`src/rtl/key_blink_sched.sv`:
```
// Round-robin scheduler sharing one blink engine between N key channels.
// Each key queues one pending request; granted keys blink their LED BLINKS
// times with HALF_PERIOD-cycle on and off phases. All outputs are flops.
module key_blink_sched #(
    parameter int N           = 4,
    parameter int HALF_PERIOD = 25000000,
    parameter int BLINKS      = 3
) (
    input  logic         clk,
    input  logic         rst,
    input  logic [N-1:0] key_pulse,
    output logic [N-1:0] led,
    output logic [N-1:0] grant,
    output logic         busy,
    output logic [N-1:0] drop
);
    localparam int TW = (HALF_PERIOD > 1) ? $clog2(HALF_PERIOD) : 1;
    localparam int BW = (BLINKS > 1) ? $clog2(BLINKS) : 1;
    localparam int PW = (N > 1) ? $clog2(N) : 1;

    typedef enum logic [1:0] {IDLE, ON, OFF} state_t;

    state_t         state, state_n;
    logic [N-1:0]   pending, pending_n, clr;
    logic [PW-1:0]  rr_ptr, rr_n, sel, sel_n, pick;
    logic [TW-1:0]  timer, timer_n;
    logic [BW-1:0]  blink_cnt, cnt_n;
    logic [N-1:0]   led_n, grant_n, drop_n;
    logic           busy_n, found;
    logic [PW:0]    sum;

    // Key i drives the mirrored LED position N-1-i.
    function automatic logic [N-1:0] led_of(input logic [PW-1:0] s);
        led_of = '0;
        led_of[(N-1) - int'(s)] = 1'b1;
    endfunction

    // State and registered outputs; reset drops the queue and blanks the LEDs.
    always_ff @(posedge clk or posedge rst) begin
        if (rst) begin
            state     <= IDLE;
            pending   <= '0;
            rr_ptr    <= '0;
            sel       <= '0;
            timer     <= '0;
            blink_cnt <= '0;
            led       <= '0;
            grant     <= '0;
            busy      <= 1'b0;
            drop      <= '0;
        end else begin
            state     <= state_n;
            pending   <= pending_n;
            rr_ptr    <= rr_n;
            sel       <= sel_n;
            timer     <= timer_n;
            blink_cnt <= cnt_n;
            led       <= led_n;
            grant     <= grant_n;
            busy      <= busy_n;
            drop      <= drop_n;
        end
    end

    // Rotating pick, blink sequencing and request queue update.
    always_comb begin
        state_n = state;
        rr_n    = rr_ptr;
        sel_n   = sel;
        timer_n = timer;
        cnt_n   = blink_cnt;
        led_n   = led;
        grant_n = grant;
        busy_n  = busy;
        clr     = '0;
        found   = 1'b0;
        pick    = '0;
        sum     = '0;

        // First pending key at or after rr_ptr, wrapping at N.
        for (int j = 0; j < N; j++) begin
            sum = {1'b0, rr_ptr} + (PW+1)'(j);
            if (sum >= (PW+1)'(N)) sum = sum - (PW+1)'(N);
            if (!found && pending[sum[PW-1:0]]) begin
                found = 1'b1;
                pick  = sum[PW-1:0];
            end
        end

        case (state)
            IDLE: begin
                if (found) begin
                    state_n       = ON;
                    sel_n         = pick;
                    grant_n       = '0;
                    grant_n[pick] = 1'b1;
                    clr[pick]     = 1'b1;
                    timer_n       = TW'(HALF_PERIOD - 1);
                    cnt_n         = '0;
                    busy_n        = 1'b1;
                    led_n         = led_of(pick);
                end
            end
            ON: begin
                if (timer == '0) begin
                    timer_n = TW'(HALF_PERIOD - 1);
                    state_n = OFF;
                    led_n   = '0;
                end else begin
                    timer_n = timer - TW'(1);
                end
            end
            OFF: begin
                if (timer == '0) begin
                    if (blink_cnt == BW'(BLINKS - 1)) begin
                        state_n = IDLE;
                        rr_n    = (sel == PW'(N - 1)) ? '0 : sel + PW'(1);
                        grant_n = '0;
                        busy_n  = 1'b0;
                    end else begin
                        cnt_n   = blink_cnt + BW'(1);
                        timer_n = TW'(HALF_PERIOD - 1);
                        state_n = ON;
                        led_n   = led_of(sel);
                    end
                end else begin
                    timer_n = timer - TW'(1);
                end
            end
            default: state_n = IDLE;
        endcase

        // A press landing on its own grant edge re-queues instead of dropping.
        pending_n = (pending & ~clr) | key_pulse;
        drop_n    = key_pulse & pending & ~clr;
    end
endmodule

```
`config.mk`:
```
export PLATFORM = sky130hd
export DESIGN_NAME = key_blink_sched
export DESIGN_NICKNAME = d
export VERILOG_FILES = /design/src/rtl/key_blink_sched.sv
export SDC_FILE = /design/constraint.sdc
export NUM_CORES = 1
export LEC_CHECK = 0
export BUFFER_PORTS_ARGS = -buffer_cell sky130_fd_sc_hd__buf_2
export CAP_MARGIN = 15
export CORE_ASPECT_RATIO = 1.2
export CORE_MARGIN = 5
export CORE_UTILIZATION = 54
export DETAILED_ROUTE_END_ITERATION = 10
export PLACE_DENSITY = 0.76
export SYNTH_ARGS = -nofsm -noshare
export SYNTH_HDL_FRONTEND = slang
export SYNTH_SLANG_ARGS = --single-unit
```
`constraint.sdc`:
```
create_clock -name clk -period 2.7 [get_ports clk]
set_clock_uncertainty 0.2 [all_clocks]
set_input_delay 0.405 -clock clk [delete_from_list [all_inputs] [get_ports clk]]
set_output_delay 0.405 -clock clk [all_outputs]
set_load 0.005 [all_outputs]
```
==> metrics.log, run 1 <==
INFO  metric fin_tns_setup = 0 ns
INFO  metric num_vias = between 2000 and 2500
INFO  metric num-nets-final = 345
INFO  metric regArea = 1250 µm²
INFO  metric coreArea = approximately 5000 µm²
INFO  metric avgSynthCellArea = 9.40 µm²
INFO  metric netlist-cell-type-count = 54
INFO  metric antenna-diode-count = 0
INFO  metric grt_pass1_wl = about 11000 µm
INFO  metric layout-area-overhead-vs-synth = 11.2%
INFO  metric synthAdderAreaFrac = under 10%
INFO  metric antenna_violating_nets_post_route = 0
INFO  metric worst_ir_drop_vdd = ~0.00025 V
INFO  metric critPathMaxFanout = 7
INFO  metric gp_routability_congestion = around 0.86
INFO  metric cts_inserted_buffers = 5
INFO  metric run_status = complete, no violations
INFO  metric yosys-mux-area-fraction = 3.41%
INFO  metric floorplan.die.height = roughly 89 µm
INFO  metric grt_start_max_net_pins = 51
INFO  metric synthSimpleGateAreaFrac = between 10% and 20%
INFO  metric grt_antenna_before_repair = 0
INFO  metric synth_compound_area_share = a little under a quarter
INFO  metric post-cts-setup-buffers = 0
INFO  metric hold_violations = 0
INFO  metric grt_setup_unrepaired = false
INFO  metric cts_sinks = 50
INFO  metric setup_viol = 0
INFO  metric post_detailed_route_drc_marker_count = 0
INFO  metric first_global_vias = about 2300
INFO  metric crit_type = reg2reg
INFO  metric place_ws = 0.145 ns
INFO  metric routed_wire_length_per_instance = about 16 µm
INFO  metric globalRoute.totalOverflow = 0
INFO  metric post_synth_instance_area = roughly 2800 µm²
INFO  metric num_rows = 28
INFO  metric place.port_buffers = 18
INFO  metric critPathArrivalTime = approximately 2.6 ns
INFO  metric detail_route.first_pass.iterations = 4
INFO  metric cts-root-to-sink-buffers = 2
INFO  metric synth_edf_count = 0
INFO  metric synthXorXnorAreaFrac = 0%
INFO  metric worst_ep_required_time = ~2.7 ns
INFO  metric maxCapViolations = 0
INFO  metric dominant_combinational_cell_family_by_area_after_synthesis = compound AO/OA/AOI/OAI gates
INFO  metric tritoncts = yes
INFO  metric synth_nets = about 320
INFO  metric hold_path_class = in2async
INFO  metric timing.hold.ws = roughly 0.044 ns
INFO  metric dpl.cell_count = around 380
INFO  metric die_area = between 6000 and 7000 µm²
INFO  metric p_per_area = approximately 400 nW/µm²
INFO  metric boundaryPins = 19
INFO  metric cts.repair.resized = 0
INFO  metric timing.slew.headroom = roughly 53%
INFO  metric period_needed = between 2 and 3 ns
INFO  metric layout.filler_cells = roughly 420
INFO  metric multiInputGateArea = about 1400 µm²
INFO  metric final-max-slew-violation-count = 0
INFO  metric route.detailed.vias_per_inst = just over 6
INFO  metric worstSetupStartpointType = register
INFO  metric htreeDepth = 2
INFO  metric synth-async-reset-ratio = 100%
INFO  metric postCtsHoldBufs = 0
INFO  metric syn_warnings = 0
INFO  metric timing.critical_path.to_type = register
INFO  metric fmax = 0.389 GHz
INFO  metric worst_case_setup_margin_in_the_final_layout = approximately 0.13 ns
INFO  metric ys.flop_type = dfrtp_1
INFO  metric share_of_the_yosys_chip_area_belonging_to_registers = 44.2%
INFO  metric post_synth_inst_count = 301
INFO  metric gr-usage-all-layers = 19.7%
INFO  metric layout_worst_path_cycle_share = approximately 95%
INFO  metric post_layout_nonfiller_instances = 390
INFO  metric clkSlewWorstSetupHoldPaths = between 0.1 and 0.15 ns
INFO  metric register_bit_count_reported_by_yosys = 50
INFO  metric clockRootBuffer = clkbuf_8
INFO  metric clk-insertion-delay-late = around 0.31 ns
INFO  metric detail_route.iter0.violations = between 150 and 200
INFO  metric postRouteWirelength = 6200 µm
INFO  metric power.leakage = about 1.4 nW
INFO  metric drive_above_1_share = around a fifth
INFO  metric die_width = 76.1 µm
INFO  metric dp.final_hpwl = about 4600 µm
INFO  metric floorplan.initialDensity = a little under three fifths
INFO  metric worstMarginPinSlew = roughly 0.70 ns
[critical path: stages (launching register included)]
cell	delay, ns
dfrtp_1	0.43
or4_4	0.58
or4_4	0.60
o21ai_4	0.21
nor2_1	0.16
a32o_2	0.29
[final timing paths]
path / startpoint / end / slack [ns] / cells after the start
worst max register to register: timer[19]$_DFFE_PP0P_ / timer[15]$_DFFE_PP0P_ / 0.13 / 5
worst max-delay path: timer[19]$_DFFE_PP0P_ / timer[15]$_DFFE_PP0P_ / 0.13 / 5
worst min-delay path: rst / sel[1]$_DFFE_PP0P_ / 0.04 / 3
min in group clk: key_pulse[3] / pending[3]$_DFF_PP0_ / 0.08 / 3
worst min register to register: timer[21]$_DFFE_PP0P_ / timer[21]$_DFFE_PP0P_ / 0.30 / 1
max in group asynchronous: rst / drop[1]$_DFF_PP0_ / 1.83 / 3
[where the power goes]
part	switching, mW	leakage (nW)	internal [mW]
combinational	0.0264	0.745	0.0172
sequential	0.00543	0.569	0.759
clock	0.262	0.0447	0.187
[state kept, by name, summed over array words and instances, names as in the netlist, 4 cells and up]
signal / flops
drop: 4
grant: 4
led: 4
pending: 4
timer: 25
[per-stage QoR]
| stage | util [%] | cell area, µm² | total power [mW] |
|---|---|---|---|
| 3_5_place_dp | 60.8 | 3050 | 0.824 |
| 5_1_grt | 62.8 | 3150 | 1.32 |
| 6_report | 62.8 | 3150 | 1.26 |
| 2_1_floorplan | - | 2830 | 0.802 |
| 4_1_cts | 62.7 | 3140 | 1.28 |
| 3_3_place_gp | 60.8 | 3050 | 0.823 |
[synth_stat cells, types with 4 or more instances]
library cell	number	area, µm²
mux2i_1	4	40.0
dfrtp_1	50	1250
nand3_1	8	40.0
o31ai_1	7	52.6
mux2_2	5	56.3
o21ai_0	19	95.1
a31oi_1	6	37.5
buf_2	4	20.0
nor2_1	18	67.6
nor3_1	17	85.1
nor4_1	4	25.0
a21oi_1	19	95.1
ha_1	10	125
o21ai_1	4	20.0
or3_1	6	37.5
inv_1	19	71.3
or4_1	4	30.0
a22o_1	6	52.6
nand2_1	25	93.8
a211o_1	4	35.0
clkbuf_1	7	26.3
[cells in the final DEF, fill, tap and decap left out, types with 2 or more instances in the layout]
master and count:
a211o_1 4, a21o_1 3, a21oi_1 19, a22o_1 6, a31oi_1 6, a32o_1 2, and2_1 3, and3_1 3
buf_2 18, buf_4 18, clkbuf_8 5, dfrtp_1 50, ha_1 10, inv_1 18, mux2_2 5, mux2i_1 4
nand2_1 25, nand2b_1 3, nand3_1 8, nand4_1 3, nor2_1 18, nor3_1 17, nor4_1 4, o21a_1 2
o21ai_0 19, o21ai_1 4, o21ai_4 2, o22ai_1 3, o31ai_1 7, o32a_1 2, o41ai_1 3, or2_2 2
or3_1 6, or4_1 4, or4_4 2
[logic make-up after synthesis]
group	Yosys count
buffers and inverters	34
AO/OA/AOI/OAI	93
adder cells (fa/ha/maj)	10
flip-flops	50
AND/OR/NAND/NOR	105
multiplexers	9
[per-layer routing]
layer | part of all wire, % | GRT usage (%)
met1 | 43 | 25.0
met2 | 52 | 34.1
met3 | 3.8 | 3.02
met4 | 1.3 | 7.47
met5 | 0 | 0
[layout make-up]
| class | instances | share of cell area (%) |
|---|---|---|
| repair buffers | 36 | 7.16 |
| multi-input cells | 217 | 45.4 |
| flip-flops and latches | 50 | 39.8 |
| clock inverters | 3 | 0.796 |
| well taps | 60 | 2.39 |
| inverters | 19 | 2.27 |
| clock buffers | 5 | 2.19 |
Note: power is estimated with default switching activity, not from simulation.
==> run 2, diff against run 1 <==
CORE_UTILIZATION = 55   (was 54)
PLACE_DENSITY = 0.75   (was 0.76)
clock period = 2.95 ns   (was 2.7 ns; I/O delays follow)
==> run 2 against run 1 <==
Against the previous run:
- global-route usage is 0.30 points lower
- register-to-register slack better by 0.16 ns
- sequential cell count stayed put
- hold slack better by 0.047 ns
- worst setup slack better by 0.16 ns
- power is 2.1% lower
- fmax is 3.4% lower
==> metrics.log, run 2 (synthesis results as in run 1) <==
INFO  metric run_status = complete, no violations
INFO  metric num_rows = 28
INFO  metric grt_start_max_net_pins = between 50 and 60
INFO  metric worst_ir_drop_vdd = 0.000246 V
INFO  metric postRouteWirelength = 5990 µm
INFO  metric worstMarginPinSlew = around 0.71 ns
INFO  metric setup_viol = 0
INFO  metric place.port_buffers = 18
INFO  metric combinational_power_share = between 3 and 4%
INFO  metric critical-path-max-stage-delay = roughly 0.43 ns
INFO  metric timing.hold.ws = roughly 0.091 ns
INFO  metric final_common_cell = dfrtp_1
INFO  metric globalRoute.totalOverflow = 0
INFO  metric share_clk_of_total_power = 40.0%
INFO  metric seqPwrFrac = approximately 57%
INFO  metric antenna-diode-count = 0
INFO  metric crit_type = reg2reg
INFO  metric cts.repair.resized = 0
INFO  metric antenna_violating_nets_post_route = 0
INFO  metric switching_power = 0.268 mW
INFO  metric regToRegSetupSlack = between 0.2 and 0.3 ns
INFO  metric critical_path.slowest_cell = dfrtp_1
INFO  metric maxCapViolations = 0
INFO  metric period_needed = 2.66 ns
INFO  metric grt_pass1_wl = 10100 µm
INFO  metric cts_inserted_buffers = 5
INFO  metric reg2reg_from = timer[0]$_DFFE_PP0P_
INFO  metric detail_route.iter0.violations = ~110
INFO  metric regArea = about 1300 µm²
INFO  metric num-nets-final = 340
INFO  metric p_sw_share = 21.8%
INFO  metric die_width = ~75 µm
INFO  metric routed_wire_length_per_instance = approximately 16 µm
INFO  metric dp.final_hpwl = between 4000 and 5000 µm
INFO  metric gr-usage-all-layers = 19.4%
INFO  metric floorplan.initialDensity = between 50% and 60%
INFO  metric multiInputGateArea = 1420 µm²
INFO  metric grt_setup_unrepaired = false
INFO  metric critPathLaunch = timer[0]$_DFFE_PP0P_
INFO  metric power.leakage = roughly 1.3 nW
INFO  metric timing.critical_path.to_type = register
INFO  metric critPathMaxFanout = 9
INFO  metric dpl.cell_count = 377
INFO  metric layout_worst_path_cycle_share = between 90% and 100%
INFO  metric worstSetupStartpointType = register
INFO  metric final-max-slew-violation-count = 0
INFO  metric registers.top_by_ff_count = timer
INFO  metric first_global_vias = 2233
INFO  metric largest_register_ffs = 25
INFO  metric tritoncts = yes
INFO  metric die_area = ~6700 µm²
INFO  metric cpLargestDelayFamily = compound AO/OA/AOI/OAI gates
INFO  metric layout.cells.most_common_list = dfrtp_1, nand2_1, a21oi_1, o21ai_0
INFO  metric route.detailed.vias_per_inst = approximately 6
INFO  metric boundaryPins = 19
INFO  metric r2r-end = timer[22]$_DFFE_PP0P_
INFO  metric p_per_area = ~390 nW/µm²
INFO  metric fmax = around 0.38 GHz
INFO  metric critPathArrivalTime = between 2 and 3 ns
INFO  metric clkSlewWorstSetupHoldPaths = 0.09 ns
INFO  metric cts-root-to-sink-buffers = 2
INFO  metric internal_power = 0.962 mW
INFO  metric finalCoreUtilization = between 60 and 70%
INFO  metric hold_violations = 0
INFO  metric cts_sinks = 50
INFO  metric drive_above_1_share = a little under a fifth
INFO  metric fin_tns_setup = 0 ns
INFO  metric worst_ep_required_time = around 3 ns
INFO  metric detail_route.first_pass.iterations = 4
INFO  metric post_layout_nonfiller_instances = around 390
INFO  metric fin_total_pwr = about 1.2 mW
INFO  metric timing.slew.headroom = around 53%
INFO  metric postCtsHoldBufs = 0
INFO  metric num_vias = approximately 2300
INFO  metric clockRootBuffer = clkbuf_8
INFO  metric gp_routability_congestion = between 0.8 and 0.9
INFO  metric grt_antenna_before_repair = 0
INFO  metric r2r_cells = 8
INFO  metric coreArea = roughly 5000 µm²
INFO  metric hold_path_class = in2async
INFO  metric floorplan.die.height = between 80 and 90 µm
INFO  metric clk-insertion-delay-late = just over 0.3 ns
INFO  metric worstPathCellList = inv_1, ha_1, nor4b_1, buf_4, and4_1, a21oi_1, a221oi_2, o32a_1
INFO  metric htreeDepth = 2
INFO  metric layout-area-overhead-vs-synth = 10.3%
INFO  metric post-cts-setup-buffers = 0
INFO  metric layout.filler_cells = approximately 410
INFO  metric post_detailed_route_drc_marker_count = 0
INFO  metric critPathBufInv = 2
run 2: cell types whose count changed in the layout (fill, tap and decap cells not counted):
| cell | previous run | this run |
|---|---|---|
| buf_4 | 18 | 13 |
| bufinv_16 | 0 | 1 |
| clkinv_4 | 1 | 0 |
| clkinvlp_4 | 1 | 2 |
| inv_6 | 1 | 0 |
| nor4b_1 | 0 | 1 |
| nor4b_2 | 1 | 0 |
run 2: worst max-delay path by stage:
| stage | slack [ns] | cells after the start | to |
|---|---|---|---|
| 3_3_place_gp | 0.41 | 8 | timer[22]$_DFFE_PP0P_ |
| 3_5_place_dp | 0.31 | 8 | timer[22]$_DFFE_PP0P_ |
| 4_1_cts | 0.28 | 8 | timer[22]$_DFFE_PP0P_ |
| 2_1_floorplan | 0.45 | 8 | blink_cnt[0]$_DFFE_PP0P_ |
| 5_1_grt | 0.16 | 8 | timer[22]$_DFFE_PP0P_ |
| 6_report | 0.29 | 8 | timer[22]$_DFFE_PP0P_ |
run 2: final cells by class:
type / instances / area share (%)
clock buffers: 5 / 2.20
repair buffers: 31 / 6.01
clock inverters: 3 / 1.44
multi-input cells: 217 / 45.6
inverters: 19 / 2.28
well taps: 60 / 2.40
flip-flops and latches: 50 / 40.1
run 2: power by group through the flow:
stage	Combinational (mW)	Clock [mW]	Sequential (mW)
after floorplan	0.0205	0	0.714
after global placement	0.0395	0	0.713
after detailed placement	0.0402	0	0.713
after CTS	0.0403	0.498	0.699
after global routing	0.0457	0.525	0.700
final	0.0385	0.493	0.699
run 2: worst register-to-register path, cell delays in order, from the launching register on:
cell and delay (ns):
dfrtp_1 0.43, inv_1 0.08, ha_1 0.18, nor4b_1 0.33, buf_4 0.19, and4_1 0.38
a21oi_1 0.30, a221oi_2 0.32, o32a_1 0.19
run 2: per-layer routing:
metal | wire (µm) | vias to the layer above | track usage [%]
li1 | - | 1156 | -
met1 | 2670 | 1072 | 24.4
met2 | 2960 | 62 | 32.8
met3 | 248 | 11 | 3.07
met4 | 112 | 0 | 7.63
met5 | 0 | - | 0
run 2: per-stage QoR:
stage / setup slack [ns] / instance area [µm²]
detailed placement: 0.311 / 3010
finish: 0.289 / 3120
floorplan: 0.446 / 2830
CTS: 0.283 / 3120
global route: 0.159 / 3120
global placement: 0.412 / 3010
==> run 3, diff against run 2 <==
ABC_AREA = 1   (was not set)
PLACE_DENSITY = 0.74   (was 0.75)
==> run 3 against run 2 <==
Against the previous run:
- synthesized cell count rose by 52%
- die area rose by 15%
- sequential power fell by 2%
- area after synthesis rose by 17%
- sequential cell count did not move
- critical endpoint is now timer[3]$_DFFE_PP0P_
==> metrics.log, run 3 <==
INFO  metric layout-area-overhead-vs-synth = 7.38%
INFO  metric run_status = complete, no violations
INFO  metric crit_type = reg2reg
INFO  metric ys.flop_type = dfrtp_1
INFO  metric clk-insertion-delay-late = between 0.3 and 0.4 ns
INFO  metric post_detailed_route_drc_marker_count = 0
INFO  metric first_global_vias = approximately 2900
INFO  metric grt_start_max_net_pins = 32
INFO  metric routed_wire_length_per_instance = approximately 13 µm
INFO  metric p_per_area = roughly 320 nW/µm²
INFO  metric antenna-diode-count = 0
INFO  metric synth-async-reset-ratio = 100%
INFO  metric worstSetupStartpointType = register
INFO  metric detail_route.iter0.violations = 163
INFO  metric dp.final_hpwl = around 5500 µm
INFO  metric floorplan.initialDensity = 55.7%
INFO  metric critPathMaxFanout = 22
INFO  metric layout_worst_path_cycle_share = between 80% and 90%
INFO  metric dpl.cell_count = ~550
INFO  metric grt_antenna_before_repair = 0
INFO  metric num-nets-final = around 500
INFO  metric htreeDepth = 2
INFO  metric tritoncts = yes
INFO  metric synth.top_cells.by_area = dfrtp_1, nand2_1, inv_1
INFO  metric synth_nets = about 470
INFO  metric register_bit_count_reported_by_yosys = 50
INFO  metric timing.critical_path.to_type = register
INFO  metric post-cts-setup-buffers = 0
INFO  metric final_common_cell = nand2_1
INFO  metric synth_edf_count = 0
INFO  metric netlist-cell-type-count = 36
INFO  metric avgSynthCellArea = just over 7 µm²
INFO  metric worstPathCellList = inv_1, ha_1, nand2_1, nor2_4, nand2_2, inv_2, nand2_4, clkinv_4, nand3_4, nand3_2, inv_2, o21ai_0, nand2_1
INFO  metric antenna_violating_nets_post_route = 0
INFO  metric gr-usage-all-layers = approximately 21%
INFO  metric netlist_top_cells_count = nand2_1, inv_1, nor2_1
INFO  metric syn_warnings = 0
INFO  metric combinational_power_share = under 10%
INFO  metric grt_setup_unrepaired = false
INFO  metric cts-root-to-sink-buffers = 2
INFO  metric post-synth-top-count-cell = nand2_1
INFO  metric synth_top_cell_area_share = between 30% and 40%
INFO  metric num_rows = 31
INFO  metric seqPwrFrac = approximately 61%
INFO  metric die_width = approximately 81 µm
INFO  metric critPathBufInv = 4
INFO  metric clkSlewWorstSetupHoldPaths = roughly 0.090 ns
INFO  metric final-max-slew-violation-count = 0
INFO  metric worstMarginPinSlew = around 0.67 ns
INFO  metric p_sw_share = between 20% and 30%
INFO  metric globalRoute.totalOverflow = 0
INFO  metric power.leakage = around 1.8 nW
INFO  metric cts_sinks = 50
INFO  metric post_synth_instance_area = approximately 3300 µm²
INFO  metric critical_path.slowest_cell = dfrtp_1
INFO  metric share_of_the_yosys_chip_area_belonging_to_registers = between 30% and 40%
INFO  metric grt_pass1_wl = approximately 12000 µm
INFO  metric internal_power = 0.885 mW
INFO  metric registers.top_by_ff_count = timer
INFO  metric cpLargestDelayFamily = simple AND/OR/NAND/NOR gates
INFO  metric critPathArrivalTime = approximately 2.5 ns
INFO  metric setup_viol = 0
INFO  metric fmax = 0.401 GHz
INFO  metric hold_violations = 0
INFO  metric share_clk_of_total_power = 36.9%
INFO  metric worst_ir_drop_vdd = roughly 0.00032 V
INFO  metric period_needed = between 2 and 2.5 ns
INFO  metric die_area = approximately 7700 µm²
INFO  metric postRouteWirelength = 7210 µm
INFO  metric synth_top_area_cell = dfrtp_1
INFO  metric gp_routability_congestion = between 0.9 and 1
INFO  metric post_layout_nonfiller_instances = roughly 560
INFO  metric place.port_buffers = 18
INFO  metric num_vias = 2928
INFO  metric worst_ep_required_time = 3.00 ns
INFO  metric maxCapViolations = 0
INFO  metric switching_power = 0.245 mW
INFO  metric timing.slew.headroom = between 50% and 60%
INFO  metric drive_above_1_share = between 15 and 20%
INFO  metric layout.cells.most_common_list = nand2_1, inv_1, nor2_1, dfrtp_1, nand3_1
INFO  metric largest_register_ffs = 25
INFO  metric hold_path_class = in2reg
INFO  metric post_synth_inst_count = between 400 and 500
INFO  metric critical-path-max-stage-delay = between 0.3 and 0.4 ns
INFO  metric cts_inserted_buffers = 5
INFO  metric detail_route.first_pass.iterations = 4
INFO  metric fin_tns_setup = 0 ns
INFO  metric clockRootBuffer = clkbuf_8
INFO  metric floorplan.die.height = about 95 µm
INFO  metric coreArea = 5930 µm²
INFO  metric route.detailed.vias_per_inst = between 5 and 6
INFO  metric boundaryPins = 19
run 3: changes by cell type after synthesis, moves of 7 or more:
cell / change
nand3_1: +23
nor3_1: -8
o21ai_1: +7
o21ai_2: +11
inv_1: +38
nand2_2: +10
xor2_1: +10
nor2_2: +9
nand2_1: +100
nor2_1: +38
a21oi_1: -13
run 3: worst register-to-register path: stages, from the launching register on:
cell and delay, ns:
dfrtp_1 0.37, inv_1 0.07, ha_1 0.24, nand2_1 0.15, nor2_4 0.08, nand2_2 0.08
inv_2 0.05, nand2_4 0.12, clkinv_4 0.11, nand3_4 0.09, nand3_2 0.25, inv_2 0.37
o21ai_0 0.15, nand2_1 0.10
run 3: worst paths after layout:
check                                      from                   end  slack [ns]  depth (start not counted)
max                        timer[0]$_DFFE_PP0P_  timer[3]$_DFFE_PP0P_        0.46                         13
min                                key_pulse[2]  pending[2]$_DFF_PP0_        0.13                          2
max reg2reg                timer[0]$_DFFE_PP0P_  timer[3]$_DFFE_PP0P_        0.46                         13
min reg2reg                timer[1]$_DFFE_PP0P_  timer[1]$_DFFE_PP0P_        0.29                          2
max in group asynchronous                   rst  timer[9]$_DFFE_PP0P_        1.35                          4
min in group asynchronous                   rst     drop[2]$_DFF_PP0_        0.48                          3
run 3: through the flow:
| stage | power (mW) | setup slack (ns) | hold WS, ns | cell area, µm² | util, % |
|---|---|---|---|---|---|
| 6_report | 1.13 | 0.459 | 0.127 | 3550 | 59.9 |
| 5_1_grt | 1.18 | 0.238 | 0.133 | 3550 | 59.9 |
| 4_1_cts | 1.15 | 0.462 | 0.121 | 3550 | 59.9 |
| 3_5_place_dp | 0.727 | 0.481 | 0.255 | 3450 | 58.1 |
| 3_3_place_gp | 0.726 | 0.564 | 0.248 | 3450 | 58.1 |
| 2_1_floorplan | 0.715 | 0.929 | 0.253 | 3310 | - |
run 3: cell type report:
type                    instances  area, µm²
fillers                       546       2380
flip-flops and latches         50       1250
well taps                      82        103
inverters                      65        249
multi-input cells             334       1720
clock inverters                 1       5.00
repair buffers                 24        138
clock buffers                   7       86.3
run 3: what timing repair did:
action	in CTS	in global routing
hold buffers	1	0
endpoints found under the hold margin	19	0
gates resized for setup	0	0
run 3: logic make-up (layout without fill, tap and decap cells):
kind of cell             after synthesis  after routing  share of synthesized area [%]
adder cells (fa/ha/maj)               10             10                           3.78
XOR/XNOR                              12             12                           3.18
flip-flops                            50             50                           37.8
buffers and inverters                 74             97                           10.2
AND/OR/NAND/NOR                      262            262                           35.9
AO/OA/AOI/OAI                         50             50                           9.19
run 3: power by group through the flow:
| stage | Sequential, mW | Combinational [mW] | Clock [mW] |
|---|---|---|---|
| 6_report | 0.688 | 0.0247 | 0.417 |
| 5_1_grt | 0.689 | 0.0296 | 0.460 |
| 4_1_cts | 0.688 | 0.0261 | 0.432 |
| 3_5_place_dp | 0.702 | 0.0251 | 0 |
| 3_3_place_gp | 0.702 | 0.0247 | 0 |
| 2_1_floorplan | 0.702 | 0.0128 | 0 |
run 3: layer usage:
metal	wire (µm)	share of wire, %	global-route usage (%)
met5	0	0	0
met4	207	2.9	9.86
met3	240	3.3	3.05
met2	3690	51	36.2
met1	3080	43	24.0
